## src/rtl/ic_fill_ctrl_if.sv

```systemverilog
// Miss/fill handshake between the i-cache, the fill controller and the memory bus.
// The slave modport is the fill controller; master is the surrounding cache/memory side.
interface ic_fill_ctrl_if #(
  parameter int ADDR_W = 15,
  parameter int LINE_W = 256,
  parameter int BEAT_W = 64
);
  logic              ic_miss;
  logic [ADDR_W-1:0] ic_addr;
  logic              ic_flush;
  logic [LINE_W-1:0] ic_fill_data;
  logic              ic_miss_ack;
  logic              fill_busy;
  logic              mem_req;
  logic [ADDR_W-1:0] mem_addr;
  logic              mem_gnt;
  logic              mem_rd_valid;
  logic [BEAT_W-1:0] mem_rd_data;

  modport slave (
    input  ic_miss, ic_addr, ic_flush, mem_gnt, mem_rd_valid, mem_rd_data,
    output ic_fill_data, ic_miss_ack, fill_busy, mem_req, mem_addr
  );

  modport master (
    output ic_miss, ic_addr, ic_flush, mem_gnt, mem_rd_valid, mem_rd_data,
    input  ic_fill_data, ic_miss_ack, fill_busy, mem_req, mem_addr
  );
endinterface

```

## src/rtl/ic_fill_ctrl.sv

```systemverilog
// I-cache miss responder: one burst read per miss, beats assembled into a line
// buffer, line returned with a single-cycle ack followed by a settle cycle.
module ic_fill_ctrl #(
  parameter int ADDR_W = 15,
  parameter int LINE_W = 256,
  parameter int BEAT_W = 64
) (
  input  logic          clk,
  input  logic          rst_n,
  ic_fill_ctrl_if.slave bus
);
  localparam int NBEATS = LINE_W / BEAT_W;
  localparam int CNT_W  = (NBEATS > 1) ? $clog2(NBEATS) : 1;
  localparam int OFF_W  = $clog2(LINE_W / 8);
  localparam logic [CNT_W-1:0] LAST_BEAT = CNT_W'(NBEATS - 1);

  typedef enum logic [2:0] {
    IDLE  = 3'd0,
    REQ   = 3'd1,
    DATA  = 3'd2,
    DRAIN = 3'd3,
    ACK   = 3'd4,
    HOLD  = 3'd5
  } state_t;

  state_t            state_q, state_d;
  logic [CNT_W-1:0]  beat_cnt_q, beat_cnt_d;
  logic              mem_req_q, mem_req_d;
  logic [ADDR_W-1:0] mem_addr_q, mem_addr_d;
  logic              ic_miss_ack_q, ic_miss_ack_d;
  logic              fill_busy_q, fill_busy_d;
  logic [LINE_W-1:0] line_q, line_d;
  logic              last_beat;
  logic              unused_offset;

  assign last_beat     = bus.mem_rd_valid && (beat_cnt_q == LAST_BEAT);
  assign unused_offset = ^bus.ic_addr[OFF_W-1:0];

  always_comb begin
    state_d    = state_q;
    beat_cnt_d = beat_cnt_q;
    mem_addr_d = mem_addr_q;
    line_d     = line_q;

    unique case (state_q)
      IDLE: begin
        if (bus.ic_miss && !bus.ic_flush) begin
          mem_addr_d = {bus.ic_addr[ADDR_W-1:OFF_W], {OFF_W{1'b0}}};
          state_d    = REQ;
        end
      end
      REQ: begin
        // A grant seen together with a flush is already committed on the bus,
        // so the burst still has to be absorbed.
        if (bus.mem_gnt) begin
          beat_cnt_d = '0;
          state_d    = bus.ic_flush ? DRAIN : DATA;
        end else if (bus.ic_flush) begin
          state_d = IDLE;
        end
      end
      DATA: begin
        if (bus.mem_rd_valid) beat_cnt_d = beat_cnt_q + CNT_W'(1);
        if (bus.ic_flush) begin
          state_d = last_beat ? IDLE : DRAIN;
        end else if (bus.mem_rd_valid) begin
          for (int k = 0; k < NBEATS; k++) begin
            if (CNT_W'(k) == beat_cnt_q) line_d[k*BEAT_W +: BEAT_W] = bus.mem_rd_data;
          end
          if (last_beat) state_d = ACK;
        end
      end
      DRAIN: begin
        if (bus.mem_rd_valid) beat_cnt_d = beat_cnt_q + CNT_W'(1);
        if (last_beat) state_d = IDLE;
      end
      ACK:     state_d = HOLD;
      HOLD:    state_d = IDLE;
      default: state_d = IDLE;
    endcase

    // Outputs are registered images of the next state.
    mem_req_d     = (state_d == REQ);
    ic_miss_ack_d = (state_d == ACK);
    fill_busy_d   = (state_d != IDLE);
  end

  always_ff @(posedge clk or negedge rst_n) begin
    if (!rst_n) begin
      state_q       <= IDLE;
      beat_cnt_q    <= '0;
      mem_req_q     <= 1'b0;
      mem_addr_q    <= '0;
      ic_miss_ack_q <= 1'b0;
      fill_busy_q   <= 1'b0;
      line_q        <= '0;
    end else begin
      state_q       <= state_d;
      beat_cnt_q    <= beat_cnt_d;
      mem_req_q     <= mem_req_d;
      mem_addr_q    <= mem_addr_d;
      ic_miss_ack_q <= ic_miss_ack_d;
      fill_busy_q   <= fill_busy_d;
      line_q        <= line_d;
    end
  end

  assign bus.mem_req      = mem_req_q;
  assign bus.mem_addr     = mem_addr_q;
  assign bus.ic_miss_ack  = ic_miss_ack_q;
  assign bus.fill_busy    = fill_busy_q;
  assign bus.ic_fill_data = line_q;
endmodule

```

## src/flat_wrapper.sv

```systemverilog
// flat-port wrapper written by rule: the top's interface ports become plain ports
module ic_fill_ctrl_flat 
#(
  parameter int ADDR_W = 15,
  parameter int LINE_W = 256,
  parameter int BEAT_W = 64
)
  (clk, rst_n, bus_ic_miss, bus_ic_addr, bus_ic_flush, bus_mem_gnt, bus_mem_rd_valid, bus_mem_rd_data, bus_ic_fill_data, bus_ic_miss_ack, bus_fill_busy, bus_mem_req, bus_mem_addr);
  ic_fill_ctrl_if #(.ADDR_W(ADDR_W), .LINE_W(LINE_W), .BEAT_W(BEAT_W)) bus_i ();
  input  logic clk;
  input  logic rst_n;
  input wire logic [$bits(bus_i.ic_miss)-1:0] bus_ic_miss;
  input wire logic [$bits(bus_i.ic_addr)-1:0] bus_ic_addr;
  input wire logic [$bits(bus_i.ic_flush)-1:0] bus_ic_flush;
  input wire logic [$bits(bus_i.mem_gnt)-1:0] bus_mem_gnt;
  input wire logic [$bits(bus_i.mem_rd_valid)-1:0] bus_mem_rd_valid;
  input wire logic [$bits(bus_i.mem_rd_data)-1:0] bus_mem_rd_data;
  output wire logic [$bits(bus_i.ic_fill_data)-1:0] bus_ic_fill_data;
  output wire logic [$bits(bus_i.ic_miss_ack)-1:0] bus_ic_miss_ack;
  output wire logic [$bits(bus_i.fill_busy)-1:0] bus_fill_busy;
  output wire logic [$bits(bus_i.mem_req)-1:0] bus_mem_req;
  output wire logic [$bits(bus_i.mem_addr)-1:0] bus_mem_addr;
  assign bus_i.ic_miss = bus_ic_miss;
  assign bus_i.ic_addr = bus_ic_addr;
  assign bus_i.ic_flush = bus_ic_flush;
  assign bus_i.mem_gnt = bus_mem_gnt;
  assign bus_i.mem_rd_valid = bus_mem_rd_valid;
  assign bus_i.mem_rd_data = bus_mem_rd_data;
  assign bus_ic_fill_data = bus_i.ic_fill_data;
  assign bus_ic_miss_ack = bus_i.ic_miss_ack;
  assign bus_fill_busy = bus_i.fill_busy;
  assign bus_mem_req = bus_i.mem_req;
  assign bus_mem_addr = bus_i.mem_addr;
  ic_fill_ctrl #(.ADDR_W(ADDR_W), .LINE_W(LINE_W), .BEAT_W(BEAT_W)) u_core (.clk(clk), .rst_n(rst_n), .bus(bus_i));
endmodule
```

## config.mk

```make
export PLATFORM = sky130hd
export DESIGN_NAME = ic_fill_ctrl_flat
export DESIGN_NICKNAME = d
export VERILOG_FILES = /design/src/rtl/ic_fill_ctrl_if.sv /design/src/rtl/ic_fill_ctrl.sv /design/src/flat_wrapper.sv
export SDC_FILE = /design/constraint.sdc
export NUM_CORES = 1
export LEC_CHECK = 0
export BUFFER_PORTS_ARGS = -buffer_cell sky130_fd_sc_hd__buf_2
export CORE_MARGIN = 2
export CORE_UTILIZATION = 45
export DETAILED_ROUTE_END_ITERATION = 7
export PLACE_DENSITY = 0.78
export SLEW_MARGIN = 10
export SYNTH_ARGS = -nofsm -noshare
export SYNTH_HDL_FRONTEND = slang
export SYNTH_SLANG_ARGS = --single-unit
```

## constraint.sdc

```tcl
create_clock -name clk -period 2.5 [get_ports clk]
set_input_delay 0.5 -clock clk [delete_from_list [all_inputs] [get_ports clk]]
set_output_delay 0.5 -clock clk [all_outputs]
set_load 0.05 [all_outputs]
```

==> flow_summary.json <==
{
  "die-width_um": 157.0,
  "initial_utilization_pct": 46.23,
  "drive_gt1_share_pct": 68.03,
  "rows": 55,
  "core-area_um2": 22780,
  "io_pins": 359,
  "post-route-period-util_pct": 75.45,
  "ctsResizeCount": 0,
  "cp-startpoint": "u_core.state_q[1]$_DFF_PN0_",
  "cts_hold_buf": 1,
  "rr_worst_depth": 5,
  "outcome": "finished, final reports clean",
  "rr_endpoint": "u_core.bus.ic_fill_data[78]$_DFFE_PN0P_",
  "synth_top_family_by_area": "multiplexers",
  "synthCells": 617,
  "cts-root-buf": "clkbuf_16",
  "vias": 6457,
  "reg2reg_from": "u_core.state_q[1]$_DFF_PN0_",
  "synthXorXnorAreaFrac_pct": 0,
  "avgSynthCellArea_um2": 17.07,
  "rsz0062_at_grt": "no",
  "cap_viol_max_count": 0,
  "min_from": "bus_ic_addr[6]",
  "synthSimpleGateAreaFrac_pct": 1.402,
  "syn_to_final_growth_pct": 28.11,
  "gp_congestion": 0.8085,
  "cp_max_fo": 29,
  "slew_headroom_pct": 62.73,
  "clock-sinks": 274,
  "drc": 0,
  "report.final.setup_viol": 0,
  "required_ns": 2.92,
  "floorplan.die_area_um2": 24640,
  "synth_seq_area_share_pct": 65.11,
  "criticalPathCategory": "reg -> reg",
  "fin_crit_ns": 1.886,
  "hold_class": "in -> reg",
  "first_global_vias": 6793,
  "synth_area_um2": 10530,
  "numCtsBuffers": 28,
  "antennaDiodeCount": 0,
  "htreeDepth": 1,
  "cts.path.max_buffers": 3,
  "worst_slew_pin_slew_ns": 0.5591,
  "yosysWarningCount": 0,
  "numPortBuffers": 348,
  "nets": 1073,
  "synthDistinctLibCells": 28,
  "fillers": 1762,
  "start_kind": "flip-flop",
  "cts_setup_buffers": 0,
  "synth_compound_area_share_pct": 0.7960,
  "first_iter_violations": 258,
  "wl_per_cell_um": 18.16,
  "finClkSkew_ns": 0.005456,
  "end_kind": "flip-flop",
  "final_common_cell": "buf_2",
  "vias_per_cell": 4.903,
  "postRouteAntennaNets": 0,
  "grt_pass1_wl_mm": 36.83,
  "grt-ovfl-total": 0,
  "tns_ns": 0,
  "drt-pass1-iter-count": 4,
  "finalWirelength_mm": 23.92,
  "clk_pin_slew_ns": 0.06,
  "reg2reg_slack_ns": 0.61,
  "final-hold-violation-count": 0,
  "cp-endpoint": "u_core.bus.ic_fill_data[78]$_DFFE_PN0P_",
  "grt_max_degree": 75,
  "synthMuxAreaShare_pct": 28.89,
  "synth_seq_cells": 274,
  "most-common-layout-cells": "347 x buf_2, 274 x dfrtp_1, 256 x mux2_2",
  "crit_arrival_ns": 2.30,
  "synthAdderAreaFrac_pct": 0.4752,
  "insertion_delay_ns": 0.53,
  "grt_util_all_layers_pct": 18.79,
  "cts_tree": "done",
  "antenna_found_initial": 0,
  "fmax_ghz": 0.5301,
  "maxSlewViolCount": 0,
  "dpl.hpwl_mm": 16.73,
  "die_h_um": 157.0
}
-- cell families (layout without fill, tap and decap cells) --
kind of cell	Yosys count	count (layout)
flip-flops	274	274
buffers and inverters	38	421
AO/OA/AOI/OAI	13	13
multiplexers	267	267
AND/OR/NAND/NOR	20	20
adder cells (fa/ha/maj)	4	4
other	1	5
-- layout make-up --
| cell class | count | area, um^2 | area share (%) |
|---|---|---|---|
| Inverter | 4 | 15.01 | 0.1113 |
| Multi-Input combinational cell | 309 | 3346 | 24.80 |
| Clock buffer | 47 | 893.4 | 6.622 |
| Sequential cell | 274 | 6857 | 50.82 |
| Timing Repair Buffer | 367 | 1972 | 14.62 |
| Clock inverter | 3 | 17.52 | 0.1298 |
| Tap cell | 313 | 391.6 | 2.903 |
-- worst min-delay path by stage --
stage	endpoint	slack [ns]	cells after the start
global route	u_core.bus.mem_addr[9]$_DFFE_PN0P_	0.20	2
global placement	u_core.bus.ic_fill_data[153]$_DFFE_PN0P_	0.48	1
detailed placement	u_core.bus.ic_fill_data[153]$_DFFE_PN0P_	0.48	1
CTS	u_core.bus.mem_addr[12]$_DFFE_PN0P_	0.18	2
floorplan	u_core.beat_cnt_q[0]$_DFFE_PN0P_	0.20	0
finish	u_core.bus.mem_addr[6]$_DFFE_PN0P_	0.21	2
-- Yosys cell counts --
master	number	area, um^2
nand2b_4	1	13.76
conb_1	1	3.750
nand2b_2	1	8.760
nand2_4	2	22.52
and3_1	3	18.77
a21o_1	1	7.510
nor2_1	5	18.77
nor3_2	1	10.01
mux2_2	256	2883
o21ai_0	2	10.01
buf_6	23	259.0
a311o_1	1	10.01
nor3_4	1	16.27
nand2b_1	2	12.51
inv_1	4	15.01
o22ai_1	1	6.260
buf_2	4	20.02
a21oi_1	5	25.02
or2_2	1	6.260
dfrtp_1	274	6857
nor2b_1	2	12.51
buf_4	7	52.55
mux2_4	10	150.1
a22o_1	2	17.52
nand3b_1	1	7.510
mux2i_1	1	10.01
ha_1	4	50.05
o21bai_1	1	7.510
-- metrics by stage --
stage / util, % / std cells / area (um^2) / setup WS [ns] / hold WS, ns
floorplan: - / 621 / 10550 / 0.7487 / 0.2044
global placement: 55.19 / 1266 / 12570 / 0.4726 / 0.4815
detailed placement: 55.19 / 1266 / 12570 / 0.4531 / 0.4818
CTS: 59.23 / 1317 / 13490 / 0.5909 / 0.1841
global route: 59.23 / 1317 / 13490 / 0.5029 / 0.1973
finish: 59.23 / 1317 / 13490 / 0.6137 / 0.2094
-- worst max-delay path: stages (launching register included) --
cell	delay, ns
dfrtp_1	0.57
nand2b_4	0.10
nor3_4	0.27
nand2_4	0.24
buf_12	0.26
mux2_4	0.31
-- routing by layer --
layer / global-route usage [%] / routed length [um] / vias to the layer above
met1: 22.71 / 9383 / 3262
met2: 33.04 / 12160 / 223
met4: 7.077 / 884 / 0
met5: 0 / 0 / -
li1: - / - / 2917
met3: 4.020 / 1492 / 55
-- sequential cells by signal, indices dropped and copies added, names as in the netlist --
signal / flops
u_core.beat_cnt_q: 2
u_core.bus.ic_miss_ack: 1
u_core.bus.ic_fill_data: 256
u_core.bus.fill_busy: 1
u_core.bus.mem_req: 1
u_core.bus.mem_addr: 10
u_core.state_q: 3
Power is not shown: default switching activity piles up to over one toggle a cycle in this logic, so the estimate is an artifact.
